File: config.mk
export PLATFORM = sky130hd
export DESIGN_NAME = vedic_seq_mult_ctrl
export DESIGN_NICKNAME = d
export VERILOG_FILES = /design/src/rtl/vedic_seq_mult_ctrl.sv
export SDC_FILE = /design/constraint.sdc
export NUM_CORES = 1
export LEC_CHECK = 0
export BUFFER_PORTS_ARGS = -buffer_cell sky130_fd_sc_hd__buf_2
export CAP_MARGIN = 20
export CORE_MARGIN = 10
export CORE_UTILIZATION = 50
export CTS_CLUSTER_SIZE = 12
export DETAILED_ROUTE_END_ITERATION = 12
export PLACE_DENSITY_LB_ADDON = 0.12
export SYNTH_ARGS = -nofsm -noshare
export SYNTH_HDL_FRONTEND = slang
export SYNTH_SLANG_ARGS = --single-unit
File: constraint.sdc
create_clock -name clk -period 5.4 [get_ports clk]
set_input_delay 1.08 -clock clk [delete_from_list [all_inputs] [get_ports clk]]
set_output_delay 1.08 -clock clk [all_outputs]
set_load 0.01 [all_outputs]
File: src/rtl/vedic_seq_mult_ctrl.sv
// rtl/vedic_seq_mult_ctrl.sv - sequential WIDTHxWIDTH multiplier reusing one 2x2 vedic core
module vedic_seq_mult_ctrl #(
  parameter int WIDTH = 16
) (
  input  logic                 clk,
  input  logic                 rst,
  input  logic                 in_valid,
  output logic                 in_ready,
  input  logic [WIDTH-1:0]     a,
  input  logic [WIDTH-1:0]     b,
  output logic                 out_valid,
  input  logic                 out_ready,
  output logic [2*WIDTH-1:0]   c,
  output logic                 busy
);

  localparam int N  = WIDTH / 2;
  localparam int IW = (N > 1) ? $clog2(N) : 1;
  localparam logic [IW-1:0] LAST = IW'(N - 1);

  localparam logic [1:0] IDLE = 2'd0;
  localparam logic [1:0] RUN  = 2'd1;
  localparam logic [1:0] DONE = 2'd2;

  logic [1:0]         state;
  logic [WIDTH-1:0]   ra, rb;
  logic [2*WIDTH-1:0] acc, acc_next;
  logic [IW-1:0]      i, j;
  logic [1:0]         da, db;
  logic [3:0]         pp;
  logic               carry;
  logic [IW+1:0]      sh;

  // 2x2 vedic core: vertical/crosswise terms, carry folded into bits 2..3
  always_comb begin
    da       = 2'(ra >> {i, 1'b0});
    db       = 2'(rb >> {j, 1'b0});
    carry    = da[1] & db[0] & da[0] & db[1];
    pp       = {da[1] & db[1] & carry,
                (da[1] & db[1]) ^ carry,
                (da[1] & db[0]) ^ (da[0] & db[1]),
                da[0] & db[0]};
    sh       = ({2'b00, i} + {2'b00, j}) << 1;
    acc_next = acc + ((2*WIDTH)'(pp) << sh);
  end

  always_ff @(posedge clk) begin
    if (rst) begin
      state <= IDLE;
      ra    <= '0;
      rb    <= '0;
      acc   <= '0;
      i     <= '0;
      j     <= '0;
      c     <= '0;
    end else begin
      case (state)
        IDLE: begin
          if (in_valid) begin
            ra    <= a;
            rb    <= b;
            acc   <= '0;
            i     <= '0;
            j     <= '0;
            state <= RUN;
          end
        end
        RUN: begin
          acc <= acc_next;
          if (j == LAST) begin
            j <= '0;
            if (i == LAST) begin
              c     <= acc_next;
              state <= DONE;
            end else begin
              i <= i + IW'(1);
            end
          end else begin
            j <= j + IW'(1);
          end
        end
        DONE: begin
          if (out_ready) state <= IDLE;
        end
        default: state <= IDLE;
      endcase
    end
  end

  assign in_ready  = (state == IDLE);
  assign busy      = (state == RUN);
  assign out_valid = (state == DONE);

endmodule

# [Word level (Yosys, flattened, before mapping)]
# Cells that the tools add are included.
[op_classes] shifts=3 reduce_logical=7 n_bitwise=9 n_mux=13 eq_ne=9 addsub=4
[ops] operator="$pmux W32 S2" n=1
[ops] operator="$add A32 B32 Y32" n=1
[ops] operator="$mux W32" n=1
[ops] operator="$shl A4 B5 Y32" n=1
[ops] operator="$shr A16 B4 Y2" n=2
[ops] operator="$mux W3" n=4
[ops] operator="$pmux W3 S2" n=2
[ops] operator="$mux W2" n=4
[ops] operator="$reduce_and A4 Y1" n=2
[ops] operator="$and A1 B1 Y1" n=7
[ops] operator="$add A3 B1 Y3 const B" n=2
[ops] operator="$eq A3 B3 Y1 const B" n=2
[ops] operator="$ne A2 B1 Y1 const B" n=3
[ops] operator="$pmux W2 S3" n=1
[ops] operator="$add A3 B3 Y4" n=1
[ops] operator="$ne A2 B2 Y1 const B" n=2
[ops] operator="$reduce_and A2 Y1" n=2
[ops] operator="$reduce_and A3 Y1" n=1
[ops] operator="$eq A2 B1 Y1 const B" n=1
[ops] operator="$eq A2 B2 Y1 const B" n=1
[ops] operator="$logic_not A2 Y1" n=1
[ops] operator="$reduce_bool A2 Y1" n=1
[ops] operator="$xor A1 B1 Y1" n=2
[word_totals] register_bits=104 out_inout_bits=35 wordCells=52 in_bits=36

# [Depth between registers and ports, before layout]
# Gate-level depths: netlist of the first run.
[depth] ltp_word=8 mapped_depth=19 depth_no_buf=18

# [Worst setup path after synthesis of the first run]
# OpenSTA, ideal clock, no wires.
[synth_timing] kind="reg-to-reg" startpoint="register i[0]" endpoint="register c[30]" path_stages_with_launch=19 t_arrival_ps=4209 setup_slack_ps=1121 period_less_slack_ps=4279 setup_ps=69 cell_sequence="dfxtp_1 buf_2 mux4_2 mux2i_2 nor4_1 ha_1 mux2_2 nand2_1 nor2_1 ha_1 nand4_1 or3_1 a21oi_2 nor4_2 nor2_2 a221oi_2 or4_1 a211o_1 o21ai_1"
[synth_via] elab_chain_len=7 elab_cells_between_ends=15 classes_between="add/sub (2); eq/ne (1); shift (2); bitwise (9); reduce/logical (1)"
[synth_lines] element="start, declared" line_no="28" text="logic [IW-1:0] i, j;"
[synth_lines] element="start signal, assigned" line_no="76" text="i <= i + IW'(1);"
[synth_lines] element="$shr A16 B4 Y2" line_no="36" text="da = 2'(ra >> {i, 1'b0});"
[synth_lines] element="$and A1 B1 Y1" line_no="38, 41"
[synth_lines] element="$and A1 B1 Y1 (2 in a row)" line_no="38" text="carry = da[1] & db[0] & da[0] & db[1];"
[synth_lines] element="$xor A1 B1 Y1 / $and A1 B1 Y1 (equally long branches)" line_no="40, 39"
[synth_lines] element="$shl A4 B5 Y32" line_no="44" text="acc_next = acc + ((2*WIDTH)'(pp) << sh);"
[synth_lines] element="$add A32 B32 Y32" line_no="44"
[synth_lines] element="end signal, assigned" line_no="73" text="c <= acc_next;"
[synth_lines] element="end, declared" line_no="13" text="output logic [2*WIDTH-1:0] c,"
# Several ways; a longest one is shown, not always the timed one.
# A chain may end at the register's enable or synchronous reset.

# [Worst setup path in the final report of the first run]
[layout_timing] startpoint="register j[0]" endpoint="register c[30]"
[layout_via] elab_chain_len=7 elab_cells_between_ends=15 classes_between="add/sub (2); eq/ne (1); shift (2); bitwise (9); reduce/logical (1)"
[layout_lines] element="start, declared" line_no="28"
[layout_lines] element="start signal, assigned" line_no="79" text="j <= j + IW'(1);"
[layout_lines] element="$shr A16 B4 Y2" line_no="37" text="db = 2'(rb >> {j, 1'b0});"
[layout_lines] element="$and A1 B1 Y1" line_no="38, 41"
[layout_lines] element="$and A1 B1 Y1 (2 in a row)" line_no="38"
[layout_lines] element="$xor A1 B1 Y1 / $and A1 B1 Y1 (equally long branches)" line_no="40, 39"
[layout_lines] element="$shl A4 B5 Y32" line_no="44"
[layout_lines] element="$add A32 B32 Y32" line_no="44"
# Several ways; a longest one is shown, not always the timed one.

==> impl_results.md, run 1 <==
* Top area cells in the synthesized netlist: sky130_fd_sc_hd__dfxtp_1 (35%), sky130_fd_sc_hd__nand2_1 (8.6%), sky130_fd_sc_hd__ha_1 (8.2%)
* Clock tree root buffer cell: sky130_fd_sc_hd__clkbuf_16
* Number of violations of the max-capacitance limit at 0
* Core ar. at 11600 sq um
* Maximum number of pins on one net before global-route repair at 55
* Met1 track utilization from global routing at 24.0%
* Worst setup path class: flop to flop
* Post-CTS Repair Setup Buffers at 0
* Latest clock arrival within the worst-skew pair at 0.36 ns
* Total clock buffers created by CTS at 9
* H-tree levels at 3
* Horizontal extent of the die at 129 um
* Final count of hold timing violations at 0
* Worst reg-to-reg path cell count at 16
* Number of rows created at floorplan at 39
* Average cell area after synthesis at 7.89 sq um
* Worst Tran Pin Value at 1.13 ns
* Reg-to-reg setup timing slack at 0.40 ns
* Post-synth net total at 834
* Area used by sequential logic in the layout at 2080 sq um
* Final WL at 16900 um
* Number of global-route vias before repair at 5270
* Tot GR Track Use at 20.4%
* GP Congestion at 0.920
* First-pass iteration count of the detailed router at 5
* Seq/Total Area, Yosys at 34.9%
* Clk sinks at 104
* DRC errors left at 0
* Global routing met3 resource utilization at 4.81%
* Detailed placer's ending HPWL at 12800 um
* Hold-critical path depth at 2
* I/O pin count at 71
* Starting Density at 51.6%
* Syn Inst Count at 757
* Setup skew after layout at 0.00665 ns
* Worst slew margin relative to its limit at 24.5%
* Number of setup violations in the final report at 0
* Worst min path class: flop to flop
* Fraction of registers with async set/reset at 0%
* Post-synthesis register bit count at 104
* Post-cts gate resize count at 0
* Met2 Resource Use GR at 34.9%
* Hold_buf cts at 0
* Leakage at 2.86 nW
* PnR Total Power at 1.55 mW
* First-pass GRT wire length at 27000 um
* Count of vias placed by the detailed router at 5476
* Yosys top cell area share at 34.9%
* Biggest area consumer among synthesized cells: sky130_fd_sc_hd__dfxtp_1
* Critical Path RT at 5.70 ns
* Crit path DAT at 5.30 ns
* Area of the die at 16700 sq um
* Number of antenna violations at the first check in global routing at 0
* Post-route setup TNS at 0 ns
* Number of different library cells in the post-synthesis netlist at 57
* Main synth FF type: sky130_fd_sc_hd__dfxtp_1
* RSZ-0062 raised after global routing: no
* Fill count at 1113
* Diode insertion count for antenna repair at 0
* Final-stage net count at 883
* Iteration-0 DRC count of the detailed router at 370
* Tcrit/Tclk final at 92.7%
* Fmax at 200 MHz
* Clock-pin slew reported for the worst setup and hold paths after clock tree synthesis at 0.07 ns
* Die H at 129 um
* Number of nets still failing antenna checks after routing at 0
* Synth warnings at 0
* Relative area change from synthesis to final layout at 12.3%
* Power per Cell Area at 231 nW/um^2
* Max Root-Sink Buffers at 2
* Via-to-Cell Ratio at 5.74
* Layout cells sized above 1 at 14.4%
* Netlist area before placement at 5970 sq um
* Area of combinational cells with multiple inputs at 3700 sq um
* Aggregate global routing overflow at 0
* Fraction of the core area covered by cells at the end of the flow at 58.0%
* Clock tree from TritonCTS: done
* Worst Setup Start Kind: flop
* Max-slew violation count at 0
* Result of the run: finished, final reports clean
* Count of flip-flops with a built-in enable after synthesis at 0
* Crit end category: flop
* Worst Path Max Fanout at 8
* Avg WL per Cell at 17.7 um
* Max rail drop VDD at 219 uV
* Count of buffers inserted at the top-level ports at 70
* Most used routing layer in global routing: met2
* Crit path time final at 5.00 ns
[layout by cell type (no fill, tap or decap), types with 4 or more instances in the layout]
cell type,n
sky130_fd_sc_hd__a211oi_1,7
sky130_fd_sc_hd__a21o_1,12
sky130_fd_sc_hd__a21oi_1,96
sky130_fd_sc_hd__a22o_1,12
sky130_fd_sc_hd__a31oi_1,17
sky130_fd_sc_hd__and3_1,5
sky130_fd_sc_hd__buf_2,70
sky130_fd_sc_hd__buf_4,8
sky130_fd_sc_hd__clkbuf_16,9
sky130_fd_sc_hd__dfxtp_1,104
sky130_fd_sc_hd__ha_1,39
sky130_fd_sc_hd__inv_1,11
sky130_fd_sc_hd__mux2i_1,6
sky130_fd_sc_hd__mux4_2,8
sky130_fd_sc_hd__nand2_1,137
sky130_fd_sc_hd__nand2b_1,14
sky130_fd_sc_hd__nand3_1,23
sky130_fd_sc_hd__nor2_1,93
sky130_fd_sc_hd__nor2b_1,4
sky130_fd_sc_hd__nor3_1,9
sky130_fd_sc_hd__o211ai_1,4
sky130_fd_sc_hd__o21a_1,6
sky130_fd_sc_hd__o21ai_0,16
sky130_fd_sc_hd__o31ai_1,5
sky130_fd_sc_hd__or3_1,4
sky130_fd_sc_hd__xnor2_1,20
sky130_fd_sc_hd__xor2_1,10
[state kept, by name, summed over array words and instances (netlist names)]
| signal | flops |
|---|---|
| ra | 16 |
| acc | 32 |
| i | 3 |
| state | 2 |
| j | 3 |
| rb | 16 |
| c | 32 |
[routing by layer]
layer | vias up | part of all wire (%)
li1 | 2765 | -
met1 | 2539 | 43
met2 | 144 | 49
met3 | 28 | 4.6
met4 | 0 | 3.1
met5 | - | 0
[worst max-delay path, cell delays in order, from the launching register on]
cell and delay [ns]:
sky130_fd_sc_hd__dfxtp_1 0.55, sky130_fd_sc_hd__mux4_2 0.55, sky130_fd_sc_hd__mux2i_1 0.34, sky130_fd_sc_hd__nor4_1 0.11, sky130_fd_sc_hd__ha_1 0.33, sky130_fd_sc_hd__a31oi_1 0.34
sky130_fd_sc_hd__nor2_1 0.15, sky130_fd_sc_hd__ha_1 0.44, sky130_fd_sc_hd__nand4_1 0.19, sky130_fd_sc_hd__or3_1 0.41, sky130_fd_sc_hd__a21oi_2 0.21, sky130_fd_sc_hd__nor4_2 0.09
sky130_fd_sc_hd__nor2_2 0.22, sky130_fd_sc_hd__a221oi_2 0.13, sky130_fd_sc_hd__or4_1 0.50, sky130_fd_sc_hd__a211o_1 0.30, sky130_fd_sc_hd__o21ai_1 0.06
[per-stage QoR]
stage / worst slack, ns / area [sq um] / cells / hold slack [ns]
finish: 0.396 / 6710 / 954 / 0.449
CTS: 0.390 / 6710 / 954 / 0.452
floorplan: 1.12 / 5970 / 757 / 0.433
global placement: 0.461 / 6410 / 938 / 0.441
global route: 0.000620 / 6710 / 954 / 0.478
detailed placement: 0.428 / 6410 / 938 / 0.443
[report_power, final]
| group | internal (mW) | leakage [nW] | total (mW) | switching [mW] |
|---|---|---|---|---|
| Combinational | 0.0388 | 1.88 | 0.113 | 0.0745 |
| Clock | 0.340 | 0.142 | 0.643 | 0.302 |
| Sequential | 0.783 | 0.843 | 0.795 | 0.0121 |
[final timing paths]
| kind | start | endpoint |
|---|---|---|
| setup / recovery | j[0] | c[30] |
| hold / removal | c[4] | c[4] |
| setup reg to reg | j[0] | c[30] |
| hold reg to reg | c[4] | c[4] |
[logic make-up after synthesis]
logic type	after synthesis	share of synthesized area, %
AND/OR/NAND/NOR	316	23.2
AO/OA/AOI/OAI	198	20.6
flip-flops	104	34.9
buffers and inverters	51	3.35
adder cells (fa/ha/maj)	41	8.84
XOR/XNOR	31	4.67
multiplexers	16	4.44
[cells in the mapped netlist (all sizes together) (4+ instances only)]
cell type,number
a211o,4
a211oi,8
a21o,12
a21oi,97
a22o,12
a31oi,17
and3,5
buf,5
clkbuf,35
dfxtp,104
ha,39
inv,11
mux2i,7
mux4,8
nand2,137
nand2b,14
nand3,23
nor2,95
nor2b,4
nor3,11
nor4,4
o211ai,4
o21a,6
o21ai,17
o31ai,5
or3,4
xnor2,21
xor2,10
[area by class of cell]
type | count | share of cell area, %
clock buffer | 11 | 3.77
clock inverter | 5 | 0.578
tap | 143 | 2.67
inverter | 11 | 0.616
sequential | 104 | 31.1
timing repair buffer | 78 | 6.12
multi-input combinational | 602 | 55.2
Power figures use the tool's default switching activity.
==> run 2: changes to the inputs <==
--- a/config.mk
+++ b/config.mk
@@ -13,4 +13,5 @@
 export DETAILED_ROUTE_END_ITERATION = 12
 export PLACE_DENSITY_LB_ADDON = 0.12
+export RECOVER_POWER = 100
 export SYNTH_ARGS = -nofsm -noshare
 export SYNTH_HDL_FRONTEND = slang
==> constraint.sdc (replaced) <==
create_clock -name clk -period 5.4 [get_ports clk]
set_input_delay 1.08 -clock clk [delete_from_list [all_inputs] [get_ports clk]]
set_output_delay 1.08 -clock clk [all_outputs]
set_load 0.02 [all_outputs]
==> run 2 against run 1 <==
The run now ends with capacitance limit, slew limit left. Clock skew hardly changed. Clock power hardly changed. Core utilization is 0.49 points lower. Fmax is 0.48% lower. Final cell count stayed put. Critical path type unchanged. Largest cell class unchanged.
==> impl_results.md, run 2 (synthesis gave the netlist of run 1 again) <==
* Result of the run: finished with violations
* Violated checks: capacitance limit, slew limit
* Post-CTS Repair Setup Buffers at 0 (unchanged)
* Count of buffers inserted at the top-level ports at 70 (unchanged)
* Cell with the biggest individual delay on the critical path: sky130_fd_sc_hd__dfxtp_1
* Relative contribution of sequential cells to total power at 51.2% (about the same)
* Most common cell after layout, fill and taps aside: sky130_fd_sc_hd__nand2_1
* Layout cells sized above 1 at 9.62% (-4.8 points)
* Iteration-0 DRC count of the detailed router at 384 (+3.8%)
* DRC errors left at 0 (unchanged)
* Worst Path Max Fanout at 8 (unchanged)
* Post-cts gate resize count at 0 (unchanged)
* First-pass iteration count of the detailed router at 5 (unchanged)
* Via-to-Cell Ratio at 5.73 (-0.15%)
* Final count of hold timing violations at 0 (unchanged)
* Final-stage net count at 883 (unchanged)
* Most repeated library cell on the critical path: sky130_fd_sc_hd__nor2_1
* Sw frac at 25.2% (+0.11 points)
* Number of antenna violations at the first check in global routing at 0 (unchanged)
* Core ar. at 11600 sq um (unchanged)
* Fraction of the core area covered by cells at the end of the flow at 57.5% (-0.49 points)
* Worst slew margin relative to its limit at -59.3% (-84 points)
* Fraction of power consumed by combinational cells at 7.3% (about the same)
* Number of nets still failing antenna checks after routing at 0 (unchanged)
* Worst setup path class: flop to flop
* Avg WL per Cell at 17.7 um (+0.28%)
* Crit end category: flop
* Horizontal extent of the die at 129 um (unchanged)
* Commonest non-fill, non-tap cells in the layout: sky130_fd_sc_hd__nand2_1 (137), sky130_fd_sc_hd__dfxtp_1 (104), sky130_fd_sc_hd__a21oi_1 (96), sky130_fd_sc_hd__nor2_1 (93)
* Final WL at 16900 um (+0.28%)
* Clock-pin slew reported for the worst setup and hold paths after clock tree synthesis at 0.07 ns (about the same)
* Post-route setup TNS at 0 ns (unchanged)
* Worst Tran Pin Value at 2.39 ns (+1.26 ns)
* Leakage at 2.70 nW (-5.7%)
* Cell internal pwr at 1.16 mW (about the same)
* Critical Path RT at 5.70 ns (about the same)
* Clk sinks at 104 (unchanged)
* Latest clock arrival within the worst-skew pair at 0.36 ns (about the same)
* Max rail drop VDD at 219 uV (-0.11%)
* Tot GR Track Use at 20.4% (unchanged)
* Starting Density at 51.6% (unchanged)
* Aggregate global routing overflow at 0 (unchanged)
* Max Root-Sink Buffers at 2 (unchanged)
* Detailed placer's ending HPWL at 12800 um (unchanged)
* Net Switching at 0.391 mW (+0.51%)
* Hold-critical path depth at 2 (unchanged)
* Total clock buffers created by CTS at 9 (unchanged)
* Fmax at 199 MHz (-0.48%)
* First-pass GRT wire length at 27000 um (unchanged)
* Worst reg-to-reg path cell count at 17 (+1)
* Count of vias placed by the detailed router at 5468 (-0.15%)
* Worst min path class: flop to flop
* Delay of the slowest cell on the worst path at 0.55 ns (about the same)
* Max-slew violation count at 88 (+88)
* Die H at 129 um (unchanged)
* Registers with the most flip-flops: acc x32, c x32
* Crit path DAT at 5.33 ns (+0.03 ns)
* Clock tree from TritonCTS: done
* Number of violations of the max-capacitance limit at 2 (+2)
* Worst Setup Start Kind: flop
* Diode insertion count for antenna repair at 0 (unchanged)
* Clock tree root buffer cell: sky130_fd_sc_hd__clkbuf_16
* Setup skew after layout at 0.00691 ns (+0.000264 ns)
* Area of the die at 16700 sq um (unchanged)
* CP Cell Sequence: mux4_2, mux2i_1, nor2_1, xnor2_2, nor3_1, a31oi_1, nor2_1, ha_1, nand4_1, or3_1, a21oi_2, nor4_2, nor2_2, a221oi_2, or4_1, a211o_1, o21ai_1
* Number of global-route vias before repair at 5270 (unchanged)
* I/O pin count at 71 (unchanged)
* RSZ-0062 raised after global routing: no
* Maximum number of pins on one net before global-route repair at 55 (unchanged)
* Power per Cell Area at 233 nW/um^2 (+0.91%)
* Number of setup violations in the final report at 0 (unchanged)
* Tcrit/Tclk final at 93.1% (+0.45 points)
* Crit path time final at 5.03 ns (+0.0244 ns)
* Hold_buf cts at 0 (unchanged)
* Relative area change from synthesis to final layout at 11.3%
* H-tree levels at 3 (unchanged)
* GP Congestion at 0.920 (unchanged)
* Clock Power Share at 41.5% (about the same)
* Number of rows created at floorplan at 39 (unchanged)
[run 2: metal layers]
metal	track usage, %	part of all wire (%)
met2	34.9	49
met5	0	0
met3	4.81	4.8
met1	24.0	43
met4	8.63	3.1
[run 2: final cells by class]
type / count / area (sq um)
Inverter: 11 / 41.3
Fill cell: 1134 / 4920
Clock buffer: 11 / 253
Timing Repair Buffer: 78 / 354
Sequential cell: 104 / 2080
Multi-Input combinational cell: 602 / 3700
Tap cell: 143 / 179
Clock inverter: 5 / 38.8
[run 2: critical path, delay by kind of cell (launching register included)]
kind	cells	cell delay, ns
xor+xnor	1	0.25
fa+ha+maj	1	0.39
simple gates	8	1.76
compound gates	5	1.13
flops	1	0.55
mux	2	0.88
[run 2: final timing paths]
check	slack [ns]	startpoint	to
min	0.45	c[4]	c[4]
min reg2reg	0.45	c[4]	c[4]
max	0.37	j[0]	c[30]
max reg2reg	0.37	j[0]	c[30]
[run 2: power by group through the flow]
stage	sequential (mW)	clock [mW]	combinational [mW]
2_1_floorplan	0.807	0	0.0805
3_3_place_gp	0.813	0	0.111
3_5_place_dp	0.813	0	0.114
4_1_cts	0.795	0.661	0.115
5_1_grt	0.797	0.690	0.126
6_report	0.795	0.644	0.113
[run 2: metrics by stage]
| step | hold slack, ns | instances | setup WS, ns | area (sq um) | power, mW |
|---|---|---|---|---|---|
| global route | 0.479 | 954 | 0.000620 | 6650 | 1.61 |
| floorplan | 0.433 | 757 | 1.12 | 5970 | 0.888 |
| detailed placement | 0.443 | 938 | 0.428 | 6410 | 0.928 |
| global placement | 0.441 | 938 | 0.461 | 6410 | 0.924 |
| finish | 0.452 | 954 | 0.372 | 6650 | 1.55 |
| CTS | 0.452 | 954 | 0.390 | 6710 | 1.57 |
